`src/rtl/axi_lite_reg_slave.sv`:
```
// AXI4-Lite slave exposing NUM_REGS 32-bit read/write registers with byte strobes.
// Write commits one cycle after the later of AW/W; reads return one cycle after AR.
module axi_lite_reg_slave #(
  parameter int          NUM_REGS  = 16,
  parameter logic [31:0] BASE_ADDR = 32'h0000_0000
) (
  input  logic                     aclk,
  input  logic                     aresetn,
  input  logic [31:0]              awaddr,
  input  logic [2:0]               awprot,
  input  logic                     awvalid,
  output logic                     awready,
  input  logic [31:0]              wdata,
  input  logic [3:0]               wstrb,
  input  logic                     wvalid,
  output logic                     wready,
  output logic [1:0]               bresp,
  output logic                     bvalid,
  input  logic                     bready,
  input  logic [31:0]              araddr,
  input  logic [2:0]               arprot,
  input  logic                     arvalid,
  output logic                     arready,
  output logic [31:0]              rdata,
  output logic [1:0]               rresp,
  output logic                     rvalid,
  input  logic                     rready,
  output logic [32*NUM_REGS-1:0]   regs_o,
  output logic [NUM_REGS-1:0]      wr_pulse_o
);

  localparam logic [1:0]  RESP_OKAY   = 2'b00;
  localparam logic [1:0]  RESP_SLVERR = 2'b10;
  localparam logic [31:0] SPAN        = 32'(4 * NUM_REGS);

  logic [NUM_REGS-1:0][31:0] regs_q, regs_d;
  logic [NUM_REGS-1:0]       wr_pulse_q, wr_pulse_d;
  logic [31:0]               awaddr_q, awaddr_d;
  logic [31:0]               wdata_q, wdata_d;
  logic [3:0]                wstrb_q, wstrb_d;
  logic                      aw_held_q, aw_held_d;
  logic                      w_held_q, w_held_d;
  logic                      bvalid_q, bvalid_d;
  logic [1:0]                bresp_q, bresp_d;
  logic                      rvalid_q, rvalid_d;
  logic [1:0]                rresp_q, rresp_d;
  logic [31:0]               rdata_q, rdata_d;

  logic [31:0] wr_off, rd_off;
  logic [7:0]  wr_idx, rd_idx;
  logic        wr_hit, rd_hit;
  logic [31:0] rd_val;
  logic        unused_ok;

  // Below-base addresses wrap to a huge offset, but the explicit >= keeps intent obvious.
  function automatic logic addr_hit(input logic [31:0] a);
    logic [31:0] off;
    off = a - BASE_ADDR;
    return (a >= BASE_ADDR) && (off < SPAN);
  endfunction

  assign wr_off = awaddr_q - BASE_ADDR;
  assign rd_off = araddr - BASE_ADDR;
  assign wr_idx = wr_off[9:2];
  assign rd_idx = rd_off[9:2];
  assign wr_hit = addr_hit(awaddr_q);
  assign rd_hit = addr_hit(araddr);
  assign unused_ok = ^{awprot, arprot, wr_off[31:10], wr_off[1:0], rd_off[31:10], rd_off[1:0]};

  assign awready    = !aw_held_q && !bvalid_q;
  assign wready     = !w_held_q && !bvalid_q;
  assign arready    = !rvalid_q;
  assign bvalid     = bvalid_q;
  assign bresp      = bresp_q;
  assign rvalid     = rvalid_q;
  assign rresp      = rresp_q;
  assign rdata      = rdata_q;
  assign regs_o     = regs_q;
  assign wr_pulse_o = wr_pulse_q;

  always_comb begin
    rd_val = '0;
    for (int k = 0; k < NUM_REGS; k++) begin
      if (rd_idx == 8'(k)) rd_val = regs_q[k];
    end
  end

  always_comb begin
    regs_d     = regs_q;
    wr_pulse_d = '0;
    awaddr_d   = awaddr_q;
    wdata_d    = wdata_q;
    wstrb_d    = wstrb_q;
    aw_held_d  = aw_held_q;
    w_held_d   = w_held_q;
    bvalid_d   = bvalid_q;
    bresp_d    = bresp_q;
    rvalid_d   = rvalid_q;
    rresp_d    = rresp_q;
    rdata_d    = rdata_q;

    if (awvalid && awready) begin
      awaddr_d  = awaddr;
      aw_held_d = 1'b1;
    end
    if (wvalid && wready) begin
      wdata_d  = wdata;
      wstrb_d  = wstrb;
      w_held_d = 1'b1;
    end

    // Both halves present: commit, and block new AW/W until the response drains.
    if (aw_held_q && w_held_q) begin
      aw_held_d = 1'b0;
      w_held_d  = 1'b0;
      bvalid_d  = 1'b1;
      bresp_d   = wr_hit ? RESP_OKAY : RESP_SLVERR;
      if (wr_hit) begin
        for (int k = 0; k < NUM_REGS; k++) begin
          if (wr_idx == 8'(k)) begin
            wr_pulse_d[k] = 1'b1;
            for (int b = 0; b < 4; b++) begin
              if (wstrb_q[b]) regs_d[k][8*b +: 8] = wdata_q[8*b +: 8];
            end
          end
        end
      end
    end else if (bvalid_q && bready) begin
      bvalid_d = 1'b0;
    end

    if (arvalid && arready) begin
      rvalid_d = 1'b1;
      rdata_d  = rd_hit ? rd_val : 32'h0;
      rresp_d  = rd_hit ? RESP_OKAY : RESP_SLVERR;
    end else if (rvalid_q && rready) begin
      rvalid_d = 1'b0;
    end
  end

  always_ff @(posedge aclk) begin
    if (!aresetn) begin
      regs_q     <= '0;
      wr_pulse_q <= '0;
      awaddr_q   <= '0;
      wdata_q    <= '0;
      wstrb_q    <= '0;
      aw_held_q  <= 1'b0;
      w_held_q   <= 1'b0;
      bvalid_q   <= 1'b0;
      bresp_q    <= '0;
      rvalid_q   <= 1'b0;
      rresp_q    <= '0;
      rdata_q    <= '0;
    end else begin
      regs_q     <= regs_d;
      wr_pulse_q <= wr_pulse_d;
      awaddr_q   <= awaddr_d;
      wdata_q    <= wdata_d;
      wstrb_q    <= wstrb_d;
      aw_held_q  <= aw_held_d;
      w_held_q   <= w_held_d;
      bvalid_q   <= bvalid_d;
      bresp_q    <= bresp_d;
      rvalid_q   <= rvalid_d;
      rresp_q    <= rresp_d;
      rdata_q    <= rdata_d;
    end
  end

endmodule
```
`config.mk`:
```
export PLATFORM = sky130hd
export DESIGN_NAME = axi_lite_reg_slave
export DESIGN_NICKNAME = d
export VERILOG_FILES = /design/src/rtl/axi_lite_reg_slave.sv
export SDC_FILE = /design/constraint.sdc
export NUM_CORES = 2
export LEC_CHECK = 0
export BUFFER_PORTS_ARGS = -buffer_cell sky130_fd_sc_hd__buf_2
export CAP_MARGIN = 25
export CORE_AREA = 2 2 267 269
export DETAILED_ROUTE_END_ITERATION = 8
export DIE_AREA = 0 0 269 271
export SYNTH_ARGS = -nofsm -noshare
export SYNTH_HDL_FRONTEND = slang
export SYNTH_SLANG_ARGS = --single-unit
```
`constraint.sdc`:
```
create_clock -name aclk -period 4.8 [get_ports aclk]
set_input_delay 0.24 -clock aclk [delete_from_list [all_inputs] [get_ports aclk]]
set_output_delay 0.24 -clock aclk [all_outputs]
set_load 0.02 [all_outputs]
```
### Word-level counts from Yosys, hierarchy flattened

Index checks and enable logic that the tools add are counted.

* bits in registers: 636
* bits of input ports: 113
* output and inout port bits: 569
* word-level logic and storage cells: 233

* order comparisons: 4
* equality and inequality tests: 30
* multiplexer cells: 39
* bitwise operators: 1
* reductions and logical operators: 84

Operators with widths (count)
* 2-to-1 mux 32 bit: 17
* AND reduction 4 bit: 64
* == test 8 x 4 -> 1 bit, second input constant: 16
* == test 8 x 3 -> 1 bit, second input constant: 8
* >= comparator 32 x 1 -> 1 bit, second input constant: 2
* less-than comparator 32 x 7 -> 1 bit, second input constant: 2
* == test 8 x 2 -> 1 bit, second input constant: 4
* 2-to-1 mux 1 bit: 20
* == test 8 x 1 -> 1 bit, second input constant: 2
* logical NOT 8 bit: 2
* logical AND 1 bit: 10
* logical NOT 1 bit: 4
* 2-to-1 mux 2 bit: 2
* nonzero test 2 bit: 2
* AND reduction 3 bit: 1
* OR reduction 2 bit: 1
* inverter 1 bit: 1

### Longest topological paths before layout

* depth after elaboration: 18
* depth in mapped cells: 10
* depth with buffers taken out: 6

### Worst setup path after synthesis

OpenSTA, ideal clock, no wires.

* path kind: reg-to-reg
* from: register awaddr_q[26]
* to: register regs_q, in the netlist regs_o[408]
* arrival: 1805 ps
* required time: 4672 ps
* setup slack: 2868 ps
* cell stages (with the launch flop): 9
* clock period less this slack: 1932 ps
* cell sequence: dfxtp_1 nor4_1 and3_1 buf_2 nand3_4 buf_4 nor2_4 mux2i_1 nor2_1

* cells in the longest elaborated chain, start to end: 3

Ends and longest elaborated chain
* from (decl): line 38 `logic [31:0] awaddr_q, awaddr_d;`
* from (signal assigned): line 158 `awaddr_q <= awaddr_d;`
* >= comparator 32 x 1 -> 1 bit or less-than comparator 32 x 7 -> 1 bit (tied branches): line 59 `return (a >= BASE_ADDR) && (off < SPAN);`
* logical AND 1 bit *: line 59
* AND reduction 4 bit (no line) *
* to (signal assigned): line 156 `regs_q <= regs_d;`
* to (decl): line 36 `logic [NUM_REGS-1:0][31:0] regs_q, regs_d;`

Every way passes the cells marked *; elsewhere a longest branch is shown, timed or not.
A chain may end at the register's enable or synchronous reset.

### Worst setup path in the final report

* from: register awaddr_q[26]
* to: register regs_q, in the netlist regs_o[497]

The elaborated chain is that of the path after synthesis.

==> impl_metrics.py <==
metrics = {
    "route": {
        "post_drt_wl_per_cell_um": 28.8,
        "drt_iter0_markers": 2676,
        "wirelength_um": 132000,
        "vias": 26000,
        "detail-route-antenna-nets": 0,
        "drc": 0,
        "first_pass_iters": 6,
        "vias_per_cell": 5.66,
    },
    "hold_path": {
        "hold_depth": 4,
        "hp-class": "in -> reg",
    },
    "logic_synthesis": {
        "synth_seq_area_share_pct": 45.4,
        "synth_area_per_cell_um2": 9.37,
        "synth_cells": 2970,
        "synthTopCellsByArea": "dfxtp_1 (45%), mux2i_1 (20%), nor2_1 (8.2%)",
        "ys.warnings.count": 0,
        "ys.flop_type": "dfxtp_1",
        "synth_top_area_share_pct": 45.4,
        "post_synth_num_cell_types": 77,
        "netlist_area_um2": 27800,
        "ys_ff_latch": 632,
        "synth_edf_count": 0,
        "yosysTopAreaCell": "dfxtp_1",
        "ys_async_sr_fraction_pct": 0,
    },
    "placement": {
        "place_area_um2": 31800,
        "gp_congestion": 0.894,
        "hpwl_um": 91400,
        "io_buffer_count": 669,
    },
    "die": {
        "pin_count": 682,
        "fp.dieH_um": 271,
        "core_um2": 69800,
        "initial_core_util_pct": 39.9,
        "dieWidth_um": 269,
        "rows": 97,
        "die-area_um2": 72900,
    },
    "power_and_ir_drop": {
        "power_density_nw_per_um2": 337,
        "vdd_drop_max_v": 0.000291,
        "total_leakage_power_nw": 14.0,
        "finalPower_mw": 11.8,
        "seqPwrFrac_pct": 46.0,
        "p_int_mw": 8.85,
        "pwr-share-comb_pct": 5.8,
        "p_switching_mw": 2.93,
        "switching_share_pct": 24.9,
        "clockPowerShare_pct": 48.3,
    },
    "setup_path": {
        "cp.depth": 6,
        "cp_max_fo": 16,
        "critical_path.top_delay_family": "simple AND/OR/NAND/NOR gates",
        "crit_required_ns": 5.26,
        "crit_buf_inv": 0,
        "cpPeakStageDelay_ns": 0.97,
        "r2r-start": "awaddr_q[26]",
        "arrival_ns": 3.79,
        "path_cells": "nor4_1 > and3_1 > nand3_4 > nor2_2 > mux2i_1 > nor2_1",
        "crit_start": "awaddr_q[26]",
        "worst-setup-path-type": "reg -> reg",
        "reg2reg_depth": 6,
        "rr_endpoint": "regs_o[497]",
        "cp-end-kind": "flop",
        "start_kind": "flop",
        "critPathSlowestCell": "nor2_2",
        "crit_end": "regs_o[497]",
        "r2r_slack_ns": 1.46,
    },
    "timing": {
        "relSlewSlack_pct": 30.6,
        "report.final.hold_viol_count": 0,
        "worst_pin_slew_ns": 1.04,
        "finalSetupViolCount": 0,
        "fin_setup_tns_ns": 0,
        "final_max_slew_viol_count": 0,
        "whs_ns": 0.0329,
        "finalCritPeriodShare_pct": 69.5,
        "fmax_mhz": 300,
        "min_period_ns": 3.34,
        "rsz0062_at_grt": "no",
        "skew_ns": 0.0200,
    },
    "final_layout": {
        "final_net_count": 3704,
        "final_common_cell": "buf_2",
        "final_cell_mix": "buf_2 (667), dfxtp_1 (632), nor2_1 (610)",
        "fillers": 6716,
        "stdcell_area_um2": 34900,
        "post-route-util_pct": 50.1,
        "drive_gt1_share_pct": 27.4,
        "area_growth_pct": 25.5,
    },
    "clocking": {
        "insertion_delay_ns": 0.63,
        "cts-root-buf": "clkbuf_16",
        "cts_htree_levels": 3,
        "clk_pin_slew_ns": 0.06,
        "clk_path_buf_depth": 3,
        "ctsResizeCount": 0,
        "cts_buffers": 73,
        "cts_tree": "done",
        "clock-sinks": 632,
    },
    "global_route": {
        "grt_max_degree": 194,
        "grt_pass1_wl_um": 183000,
        "track_usage_pct": 35.0,
        "first_global_vias": 24100,
        "grt_overflow_total": 0,
        "antenna_found_initial": 3,
    },
    "job": {
        "drv_cap": 0,
    },
    "outcome": {
        "status": "finished, final reports clean",
    },
}
-- metal layers --
metal  share of wire, %  GRT usage [%]  wire length [µm]  vias to the layer above
met1                 41           44.4             53600                    12800
met4                4.7           15.1              6150                        2
li1                   -              -                 -                    11600
met2                 46           56.4             61200                     1262
met3                8.3           8.45             10900                      299
met5             0.0099              0                13                        -
-- cell type report --
cell class	count	area, µm²	area share, %
Clock inverter	27	319	0.913
Sequential cell	632	12700	36.2
Multi-Input combinational cell	2083	14100	40.4
Inverter	10	45.0	0.129
Timing Repair Buffer	791	4540	13.0
Antenna cell	2	5.00	0.0143
Clock buffer	101	2080	5.96
Tap cell	940	1180	3.37
-- worst min path at each step --
stage,end,start,slack [ns]
6_report,awaddr_q[18],awvalid,0.03
5_1_grt,awaddr_q[18],awvalid,0.06
4_1_cts,rdata[8],aresetn,0.13
3_5_place_dp,rvalid,rready,0.43
3_3_place_gp,rdata[28],rdata[28],0.42
2_1_floorplan,rvalid,rready,0.34
-- metrics by stage --
step | instances | setup slack (ns)
final | 4586 | 1.46
after global routing | 4585 | 1.28
after CTS | 4583 | 1.47
after detailed placement | 4385 | 1.51
after global placement | 4384 | 1.53
after floorplan | 2971 | 2.87
-- cells in the mapped netlist (8+ instances only) --
cell type and n:
buf_1 17, a221oi_1 15, nand2b_1 14, mux2i_1 557
nor2_8 11, a21oi_1 148, and2_1 8, o22ai_1 33
o221ai_1 15, nor2_4 32, nor3_1 17, buf_2 40
nor2b_1 17, clkbuf_1 169, a211oi_1 14, dfxtp_1 632
nor2_1 611, buf_4 16, o211ai_1 13, a31oi_1 17
nand2_1 241, and3_1 9, inv_1 9, a22oi_1 15
nand3_1 21, nor4_1 13, mux4_2 34, nor2_2 24
mux2_2 31, o21ai_0 79
-- flip-flops by register name, summed over array words and instances, names as in the netlist --
signal and flops:
aw_held_q 1, regs_o 512, rvalid 1, rdata 32, bresp 1, bvalid 1
awaddr_q 30, rresp 1, wdata_q 32, wr_pulse_o 16, wstrb_q 4, w_held_q 1
-- what timing repair did --
item | in CTS | in global routing
endpoints found under the hold margin | 69 | 0
buffers inserted | 0 | 0
hold buffers | 70 | 0
-- kinds of logic after synthesis --
kind of cell	Yosys count	share of synthesized area, %
other cells	1	0.0135
simple gates	1043	17.1
mux	622	24.0
compound gates	416	9.44
flops	632	45.4
buf+inv	256	3.95
-- worst min-delay path: cells and delay by family --
kind | cells | cell delay, ns
buffers and inverters | 1 | 0.08
and+or+nand+nor | 2 | 0.22
AOI/OAI and AO/OA | 1 | 0.05
-- power groups by stage --
stage                     Combinational [mW]  Sequential, mW  Clock [mW]
after CTS                              0.664            5.41        5.72
final                                  0.679            5.42        5.68
after detailed placement               0.619            5.53           0
after global routing                   0.711            5.42        5.96
after global placement                 0.614            5.53           0
after floorplan                        0.431            5.42           0
No activity file was read; power rests on OpenSTA's default activity.
